<file path="src/rtl/conv_pkg.sv">
`default_nettype none
// ============================================================================
// Module   : conv_pkg
// Brief    : Shared state encoding and default parameter constants for the
//            convolution MAC arbiter.
// Revision : 1.0 - initial release
// ============================================================================
package conv_pkg;

  localparam int DEF_CHANNELS   = 3;
  localparam int DEF_K_SQUARED  = 9;
  localparam int DEF_DATA_WIDTH = 32;
  localparam int DEF_TIMEOUT    = 255;

  // Transaction phases of the shared multiplier array
  typedef enum logic [1:0] {
    ST_IDLE  = 2'd0,
    ST_ISSUE = 2'd1,
    ST_WAIT  = 2'd2,
    ST_RESP  = 2'd3
  } state_t;

endpackage
`default_nettype wire

</file>
<file path="src/rtl/rr_arbiter.sv">
`default_nettype none
// ============================================================================
// Module   : rr_arbiter
// Brief    : Combinational round-robin grant. Picks the first requester at or
//            above the pointer, wrapping modulo N; one-hot or all-zero output.
// Revision : 1.0 - initial release
// ============================================================================
module rr_arbiter #(
  parameter int N     = 3,
  parameter int PTR_W = 2
) (
  input  logic [N-1:0]     i_req,
  input  logic [PTR_W-1:0] i_ptr,
  output logic [N-1:0]     o_grant
);

  int w_ptr;
  int w_rel;
  int w_best;
  int w_best_ch;

  // Find the requester with the smallest circular distance from the pointer
  always_comb begin
    w_ptr     = int'(i_ptr);
    w_rel     = 0;
    w_best    = N;
    w_best_ch = 0;
    o_grant   = '0;
    for (int c = 0; c < N; c++) begin
      w_rel = (c >= w_ptr) ? (c - w_ptr) : (c + N - w_ptr);
      if (i_req[c] && (w_rel < w_best)) begin
        w_best    = w_rel;
        w_best_ch = c;
      end
    end
    for (int c = 0; c < N; c++) begin
      o_grant[c] = (w_best < N) && (c == w_best_ch);
    end
  end

endmodule
`default_nettype wire

</file>
<file path="src/rtl/conv_mac_arbiter.sv">
`default_nettype none
// ============================================================================
// Module   : conv_mac_arbiter
// Brief    : Shares one K_SQUARED-lane multiplier array between CHANNELS
//            requesters. Round-robin grant, one issue pulse, bounded wait for
//            the array result (timeout abort), then a held response.
// Revision : 1.0 - initial release
// ============================================================================
module conv_mac_arbiter
  import conv_pkg::*;
#(
  parameter int CHANNELS   = DEF_CHANNELS,
  parameter int K_SQUARED  = DEF_K_SQUARED,
  parameter int DATA_WIDTH = DEF_DATA_WIDTH,
  parameter int TIMEOUT    = DEF_TIMEOUT
) (
  input  logic                                     axi_clk,
  input  logic                                     axi_reset_n,
  input  logic [CHANNELS-1:0]                      req_valid,
  output logic [CHANNELS-1:0]                      req_ready,
  input  logic [CHANNELS*K_SQUARED*DATA_WIDTH-1:0] req_data,
  input  logic [K_SQUARED*DATA_WIDTH-1:0]          coef_in,
  output logic [K_SQUARED*DATA_WIDTH-1:0]          mac_a,
  output logic [K_SQUARED*DATA_WIDTH-1:0]          mac_b,
  output logic [K_SQUARED-1:0]                     mac_start,
  input  logic                                     mac_done,
  input  logic [DATA_WIDTH-1:0]                    mac_sum,
  output logic                                     rsp_valid,
  input  logic                                     rsp_ready,
  output logic [DATA_WIDTH-1:0]                    rsp_data,
  output logic [$clog2(CHANNELS)-1:0]              rsp_chan,
  output logic                                     rsp_err,
  output logic                                     busy
);

  localparam int PTR_W = (CHANNELS > 1) ? $clog2(CHANNELS) : 1;
  localparam int CNT_W = $clog2(TIMEOUT + 1);
  localparam int WIN_W = K_SQUARED * DATA_WIDTH;

  state_t                r_state;
  state_t                w_next;
  logic [PTR_W-1:0]      r_ptr;
  logic [PTR_W-1:0]      r_chan;
  logic [WIN_W-1:0]      r_win;
  logic [WIN_W-1:0]      r_coef;
  logic [CNT_W-1:0]      r_cnt;
  logic [DATA_WIDTH-1:0] r_rsp_data;
  logic                  r_rsp_err;
  logic [CHANNELS-1:0]   w_grant;
  logic [PTR_W-1:0]      w_gidx;
  logic [WIN_W-1:0]      w_win;
  logic                  w_accept;
  logic                  w_timeout;

  rr_arbiter #(
    .N     (CHANNELS),
    .PTR_W (PTR_W)
  ) u_rr_arbiter (
    .i_req   (req_valid),
    .i_ptr   (r_ptr),
    .o_grant (w_grant)
  );

  // Translate the one-hot grant into a channel index and its pixel window
  always_comb begin
    w_gidx = '0;
    w_win  = '0;
    for (int c = 0; c < CHANNELS; c++) begin
      if (w_grant[c]) begin
        w_gidx = PTR_W'(c);
        w_win  = req_data[c*WIN_W +: WIN_W];
      end
    end
  end

  // Next-state and output decode; reset gates req_ready so it drops at once
  always_comb begin
    w_next    = r_state;
    req_ready = '0;
    mac_start = '0;
    mac_a     = '0;
    mac_b     = '0;
    rsp_valid = 1'b0;
    rsp_data  = '0;
    rsp_chan  = '0;
    rsp_err   = 1'b0;
    busy      = (r_state != ST_IDLE);
    w_timeout = (r_cnt == CNT_W'(TIMEOUT - 1));
    w_accept  = 1'b0;
    case (r_state)
      ST_IDLE: begin
        req_ready = axi_reset_n ? w_grant : '0;
        w_accept  = |req_ready;
        if (w_accept) w_next = ST_ISSUE;
      end
      ST_ISSUE: begin
        mac_start = '1;
        mac_a     = r_win;
        mac_b     = r_coef;
        w_next    = ST_WAIT;
      end
      ST_WAIT: begin
        mac_a = r_win;
        mac_b = r_coef;
        if (mac_done || w_timeout) w_next = ST_RESP;
      end
      ST_RESP: begin
        rsp_valid = 1'b1;
        rsp_data  = r_rsp_data;
        rsp_chan  = r_chan;
        rsp_err   = r_rsp_err;
        if (rsp_ready) w_next = ST_IDLE;
      end
      default: w_next = ST_IDLE;
    endcase
  end

  // State register, operand latch, wait counter and result capture
  always_ff @(posedge axi_clk or negedge axi_reset_n) begin
    if (!axi_reset_n) begin
      r_state    <= ST_IDLE;
      r_ptr      <= '0;
      r_chan     <= '0;
      r_win      <= '0;
      r_coef     <= '0;
      r_cnt      <= '0;
      r_rsp_data <= '0;
      r_rsp_err  <= 1'b0;
    end else begin
      r_state <= w_next;
      if (w_accept) begin
        r_win  <= w_win;
        r_coef <= coef_in;
        r_chan <= w_gidx;
        r_ptr  <= (w_gidx == PTR_W'(CHANNELS - 1)) ? '0 : w_gidx + PTR_W'(1);
      end
      if (r_state == ST_ISSUE) begin
        r_cnt <= '0;
      end else if (r_state == ST_WAIT) begin
        // A result arriving on the final wait cycle beats the abort
        if (mac_done) begin
          r_rsp_data <= mac_sum;
          r_rsp_err  <= 1'b0;
          r_cnt      <= '0;
        end else if (w_timeout) begin
          r_rsp_data <= '0;
          r_rsp_err  <= 1'b1;
          r_cnt      <= '0;
        end else begin
          r_cnt <= r_cnt + CNT_W'(1);
        end
      end
    end
  end

endmodule
`default_nettype wire

</file>
<file path="config.mk">
export PLATFORM = sky130hd
export DESIGN_NAME = conv_mac_arbiter
export DESIGN_NICKNAME = d
export VERILOG_FILES = /design/src/rtl/conv_pkg.sv /design/src/rtl/rr_arbiter.sv /design/src/rtl/conv_mac_arbiter.sv
export SDC_FILE = /design/constraint.sdc
export NUM_CORES = 1
export LEC_CHECK = 0
export ABC_AREA = 1
export ABC_CLOCK_PERIOD_IN_PS = 6830
export CAP_MARGIN = 20
export CORE_AREA = 3 3 709 711
export DETAILED_ROUTE_END_ITERATION = 8
export DIE_AREA = 0 0 712 714
export PLACE_DENSITY = 0.3
export SETUP_SLACK_MARGIN = 0.15
export SYNTH_ARGS = -nofsm -noshare
export SYNTH_HDL_FRONTEND = slang
export SYNTH_SLANG_ARGS = --single-unit
export TNS_END_PERCENT = 1
</file>
<file path="constraint.sdc">
create_clock -name axi_clk -period 6.83 [get_ports axi_clk]
set_input_delay 1.0245 -clock axi_clk [delete_from_list [all_inputs] [get_ports axi_clk]]
set_output_delay 1.0245 -clock axi_clk [all_outputs]
set_load 0.01 [all_outputs]
</file>
* Word-level counts from Yosys, hierarchy flattened
Index checks and enable logic that the tools add are counted.
** Word-level totals
- Bits in registers :: 623
- Output and inout port bits :: 625
- Logic and storage cells :: 86
** Cells by class
- Add/sub/neg operators :: 8
- Order comparisons :: 7
- Eq/ne operators :: 10
- Mux-type cells :: 36
- Bitwise operators :: 1
- Reduce and logical (&&, ||, !) cells :: 16
** Operator list (number)
- $mux W288 :: 5
- $mux W32 :: 9
- $lt A32 B3 Y1 const B :: 2
- $lt A32 B32 Y1 :: 2
- $logic_not A32 Y1 :: 1
- $mux W8 :: 4
- $mux W2 :: 7
- $mux W9 :: 1
- $add A8 B1 Y8 const B :: 1
- $eq A8 B8 Y1 const B :: 1
- $pmux W2 S4 :: 1
- $sub A3 B2 Y4 const A :: 2
- $mux W1 :: 7
- $eq A2 B2 Y1 const B :: 3
- $logic_and A1 B1 Y1 :: 6
- $mux W3 :: 2
- $ne A2 B2 Y1 const B :: 3
- $reduce_and A3 Y1 :: 2
- $reduce_bool A2 Y1 :: 3
- $sub A1 B2 Y3 const A :: 2
- $sub A2 B2 Y3 const A :: 2
- $ge A1 B2 Y1 const A :: 2
- $reduce_or A3 Y1 :: 1
- $add A2 B1 Y2 const B :: 1
- other kinds (8) :: 8

* Logic depth before layout (Yosys ltp)
- Depth after elaboration :: 17
- Depth in mapped cells :: 29
- Gate-level depth less buffers :: 26

* Modules after synthesis
Synthesis repeated with hierarchy kept, for this count alone.
** Second synthesis, totals
- Cells, all modules :: 5257
- Area, all modules :: 34665.7 sq um
** By module, submodules not included
- conv_mac_arbiter :: instances 1, cells an instance 5201, area an instance 34340.4 sq um
- rr_arbiter :: instances 1, cells an instance 56, area an instance 325.3 sq um

* Least setup slack after synthesis
No wires, ideal clock.
- Kind :: in2out
- Start point :: in req_valid[0]
- End point :: out req_ready[0]
- Arrival :: 2830 ps
- Setup slack :: 2976 ps
- Stages :: 19
- Cell sequence :: inv_1 > nor2_1 > ha_1 > nand2_1 > nand2_1 > nand2_2 > inv_2 > o21ai_0 > o21ai_1 > inv_1 > ha_1 > nand2_1 > nand2_1 > nand2_1 > nand2_1 > nand2_1 > nand2_2 > nand4_1 > nor2_1
** Between the ends
- Cells in the longest elaborated chain, start to end :: 12
- Elaborated cells between the ends (all ways) :: 15
- Classes of those cells :: order compare (3); mux (7); reduce/logical (5)
** RTL lines
- start, declared :: line conv_mac_arbiter.sv:19 : input logic [CHANNELS-1:0] req_valid,
- $logic_and A1 B1 Y1 (*) :: line rr_arbiter.sv:31 : if (i_req[c] && (w_rel < w_best)) begin
- $mux W32 (*) :: line rr_arbiter.sv:31
- $lt A32 B32 Y1 :: line rr_arbiter.sv:31
- $logic_and A1 B1 Y1 :: line rr_arbiter.sv:31
- $mux W32 :: line rr_arbiter.sv:31
- $lt A32 B32 Y1 :: line rr_arbiter.sv:31
- $logic_and A1 B1 Y1 :: line rr_arbiter.sv:31
- $mux W32 / $mux W2 (equally long branches) :: line rr_arbiter.sv:31
- $lt A32 B3 Y1 / $logic_not A32 Y1 (equally long branches) :: line rr_arbiter.sv:37 : o_grant[c] = (w_best < N) && (c == w_best_ch);
- $logic_and A1 B1 Y1 (*) :: line rr_arbiter.sv:37
- $mux W3 (*) :: line conv_mac_arbiter.sv:92 : req_ready = axi_reset_n ? w_grant : '0;
- $mux W3 (*) :: line conv_mac_arbiter.sv:90 : case (r_state)
- end, declared :: line conv_mac_arbiter.sv:20 : output logic [CHANNELS-1:0] req_ready,
Mark *: on every way between the ends. The rest lies on a longest branch, timed or not.

==> summary.txt <==
Status
  – Status: completed

CTS
  – Root Driver: clkbuf_16
  – # clock sinks: 622
  – Num CTS Buffers: 101
  – CTS tree: done
  – Post-CTS Resized: 0
  – Hold Buf Count CTS: 1
  – Post-CTS Setup Inserts: 0
  – Clock H-tree levels: 3
  – Skew-Pair Late Insertion Delay: 0.87 ns
  – Worst-path clk slew: 0.06 ns
  – Longest Clk Path Bufs: 4

Setup path
  – CP bufs+invs: 5
  – CP max stage cell: clkdlybuf4s50_1
  – Crit-path leading delay family: simple AND/OR/NAND/NOR gates
  – CP max stage delay: 0.62 ns
  – Crit path to: req_ready[1]
  – CP required: 5.81 ns
  – Critical Path AT: 4.62 ns
  – Worst setup path class: reg2out
  – CP Max Fanout: 10
  – Flop-to-flop setup slack: 2.07 ns
  – CP dominant cell by count: nand2_1
  – Reg2Reg Capture Point: r_win[199]$_DFFE_PN0P_
  – Setup crit start: r_chan[0]$_DFFE_PN0P_
  – Crit. path cell count: 23
  – Critical Path End Type: output port
  – CP cell instances: inv_1 -> ha_1 -> nor2_1 -> ha_1 -> inv_1 -> nand2_1 -> nor2_1 -> nand2_1 -> nand2_2 -> inv_2 -> o21ai_0 -> o21ai_1 -> inv_1 -> ha_1 -> nand2_1 -> nand2_1 -> nand2_1 -> nand2_1 -> nand2_1 -> nand2_2 -> nand4_1 -> nor2_1 -> clkdlybuf4s50_1
  – Worst r2r path cells: 27
  – R2r startpoint: r_chan[0]$_DFFE_PN0P_
  – Setup crit start kind: flip-flop

Routing
  – DR WL met3: 34.0 mm
  – Post-route DRC: 0
  – Drt first pass iters: 5
  – Metal-1 WL: 160 mm
  – Routed wire length: 388 mm
  – Met2 wire length: 177 mm
  – Antenna Nets Post-Route: 0
  – Vias: 41,800
  – Max layer used: met5
  – Drt wl/cell: 28.2 um
  – Via density: 3.04
  – Starting DRT DRC Count: 2,926

Timing
  – Worst clock skew: 0.105 ns
  – TNS Setup: 0 ns
  – Final hold violations: 0
  – RSZ-0062 raised after global routing: false
  – Final period util: 82.7%
  – Least-Margin Pin Slew: 1.12 ns
  – Min Tclk post-route: 5.65 ns
  – Worst rel slew slack: 25.0%
  – Fmax: 177 MHz
  – PnR worst setup slack: 1.18 ns
  – # setup viols final: 0
  – Slew Viols, Final: 0
  – Hold WS: 0.475 ns

Cells and area
  – Area grow syn2layout: 86.9%
  – Nets: 8,152
  – Ratio of cells with drive above 1 in the final layout: 4.33%
  – Util after Layout: 12.8%

Synthesis
  – Distinct cell type count after synthesis: 31
  – Yosys warnings: 0
  – Syn nets: 6,403
  – Syn_area_per_cell: 6.58 um2
  – Synth Register Bits: 622
  – Syn Std Cell Area: 34,200 um2
  – Seq/Total Area, Yosys: 45.5%
  – Mapped Cells: 5,197

Die
  – Core Area: 497,000 um2
  – Die Height: 714 um
  – Die width: 712 um
  – Die ar.: 508,000 um2
  – Num ports: 1,816
  – Initial Util: 6.87%
  – # rows: 259

Placement
  – Port Buffer Count: 1,815
  – Post-detail-place hpwl: 333 mm
  – Dpl ws: 1.55 ns
  – Last weighted congestion value of the routability-driven placer: 0.941

GRT
  – GRT overflow: 0
  – Vias in the first global route: 42,500
  – Global-route wire length before repair: 486 mm
  – Gr usage total: 14.7%
  – Largest net degree at the start of global routing: 136
  – Initial antenna violation count: 302

Power
  – Worst VDD drop: 0.335 mV
  – LEAKAGE: 0.0313 uW
  – Clock group share of total power: 17.6%
  – Power Dens Cells: 474 nW/um2
  – Sequential power share: 21.2%
  – Logic pwr share: 61.2%
  – Pint: 14,800 uW
  – Switching Fraction: 51.3%
  – Net Sw Power: 15,500 uW

Worst hold path
  – Worst hold path type: reg2reg

Flow run
  – Max-cap violation count: 0
## layout make-up
cell class                      count  area (um2)
Antenna cell                       76         190
Inverter                          644        2430
Clock buffer                      140        2850
Fill cell                       58100      433000
Clock inverter                     34         382
Sequential cell                   622       15600
Tap cell                         6655        8330
Multi-Input combinational cell   3627       14400
Timing Repair Buffer             1950       19700
## worst min-delay path, cell delays in order (launching register included)
cell and delay (ns):
dfrtp_1 0.34, nand2_1 0.05, nand2_1 0.06
## cells in the mapped netlist (all sizes together)
cell type | number | share of area [%]
xnor2 | 1 | 0.026
clkbuf | 103 | 1.1
conb | 1 | 0.011
inv | 643 | 7.1
nand2 | 3241 | 36
a311oi | 1 | 0.026
nand4 | 5 | 0.092
a31oi | 2 | 0.037
dfrtp | 622 | 46
a22o | 32 | 0.82
nor3 | 3 | 0.044
o21ai | 6 | 0.088
xor2 | 3 | 0.077
ha | 15 | 0.55
buf | 201 | 4.2
nand3 | 296 | 4.3
a21oi | 1 | 0.015
clkinv | 1 | 0.011
o22ai | 3 | 0.055
nor2 | 17 | 0.24
## how the worst min path moves through the flow
stage,from,to,slack (ns),depth (start not counted)
after detailed placement,r_coef[115]$_DFFE_PN0P_,r_coef[115]$_DFFE_PN0P_,0.46,2
after global routing,r_coef[115]$_DFFE_PN0P_,r_coef[115]$_DFFE_PN0P_,0.49,2
after global placement,r_coef[164]$_DFFE_PN0P_,r_coef[164]$_DFFE_PN0P_,0.46,2
after CTS,r_win[141]$_DFFE_PN0P_,r_win[141]$_DFFE_PN0P_,0.48,2
after floorplan,r_coef[0]$_DFFE_PN0P_,r_coef[0]$_DFFE_PN0P_,0.45,2
final,r_coef[252]$_DFFE_PN0P_,r_coef[252]$_DFFE_PN0P_,0.48,2
## state kept, by name, summed over array words and instances (netlist names)
signal / cells
r_chan: 2
r_state: 2
r_rsp_data: 32
r_win: 288
r_cnt: 8
r_rsp_err: 1
r_ptr: 1
r_coef: 288
## layer usage
metal | global-route usage (%) | vias up
li1 | - | 18800
met1 | 17.8 | 20400
met2 | 23.9 | 1872
met3 | 5.27 | 588
met4 | 4.99 | 142
met5 | 0 | -
## power groups by stage
stage	clock, uW	combinational, uW	sequential [uW]
floorplan	0	8000	5900
global placement	0	19200	6480
detailed placement	0	19100	6430
CTS	5590	19200	6390
global route	5680	20200	6580
finish	5340	18500	6420
## cells in the final DEF, fill, tap and decap left out, drive strengths merged
| cell | netlist | layout |
|---|---|---|
| diode | 0 | 76 |
| dlygate4sd3 | 0 | 1 |
| inv | 643 | 645 |
| nor2 | 17 | 17 |
| clkdlybuf4s50 | 0 | 1811 |
| a21oi | 1 | 1 |
| nor3 | 3 | 3 |
| nand2 | 3241 | 3241 |
| bufinv | 0 | 5 |
| buf | 201 | 138 |
| clkinvlp | 0 | 4 |
| a22o | 32 | 32 |
| o21ai | 6 | 6 |
| xor2 | 3 | 3 |
| a31oi | 2 | 2 |
| o22ai | 3 | 3 |
| xnor2 | 1 | 1 |
| nand3 | 296 | 296 |
| clkinv | 1 | 24 |
| ha | 15 | 15 |
| dfrtp | 622 | 622 |
| a311oi | 1 | 1 |
| nand4 | 5 | 5 |
| clkbuf | 103 | 140 |
| conb | 1 | 1 |
## kinds of logic after synthesis
family / count (synthesis) / share of synthesized area (%)
DFF: 622 / 45.5
xor gates and xnor gates: 4 / 0.103
AOI/OAI and AO/OA: 45 / 1.04
other: 1 / 0.0110
buffers and inverters: 948 / 12.4
adders and majority gates: 15 / 0.549
and+or+nand+nor: 3562 / 40.4
## stage by stage
step,instances,area [um2],total power (uW)
2_1_floorplan,5197,34200,13900
3_3_place_gp,13500,60400,25700
3_5_place_dp,13500,60400,25500
4_1_cts,13700,63600,31200
5_1_grt,13700,63800,32400
6_report,13700,63900,30300
Note: power is estimated with default switching activity, not from simulation.
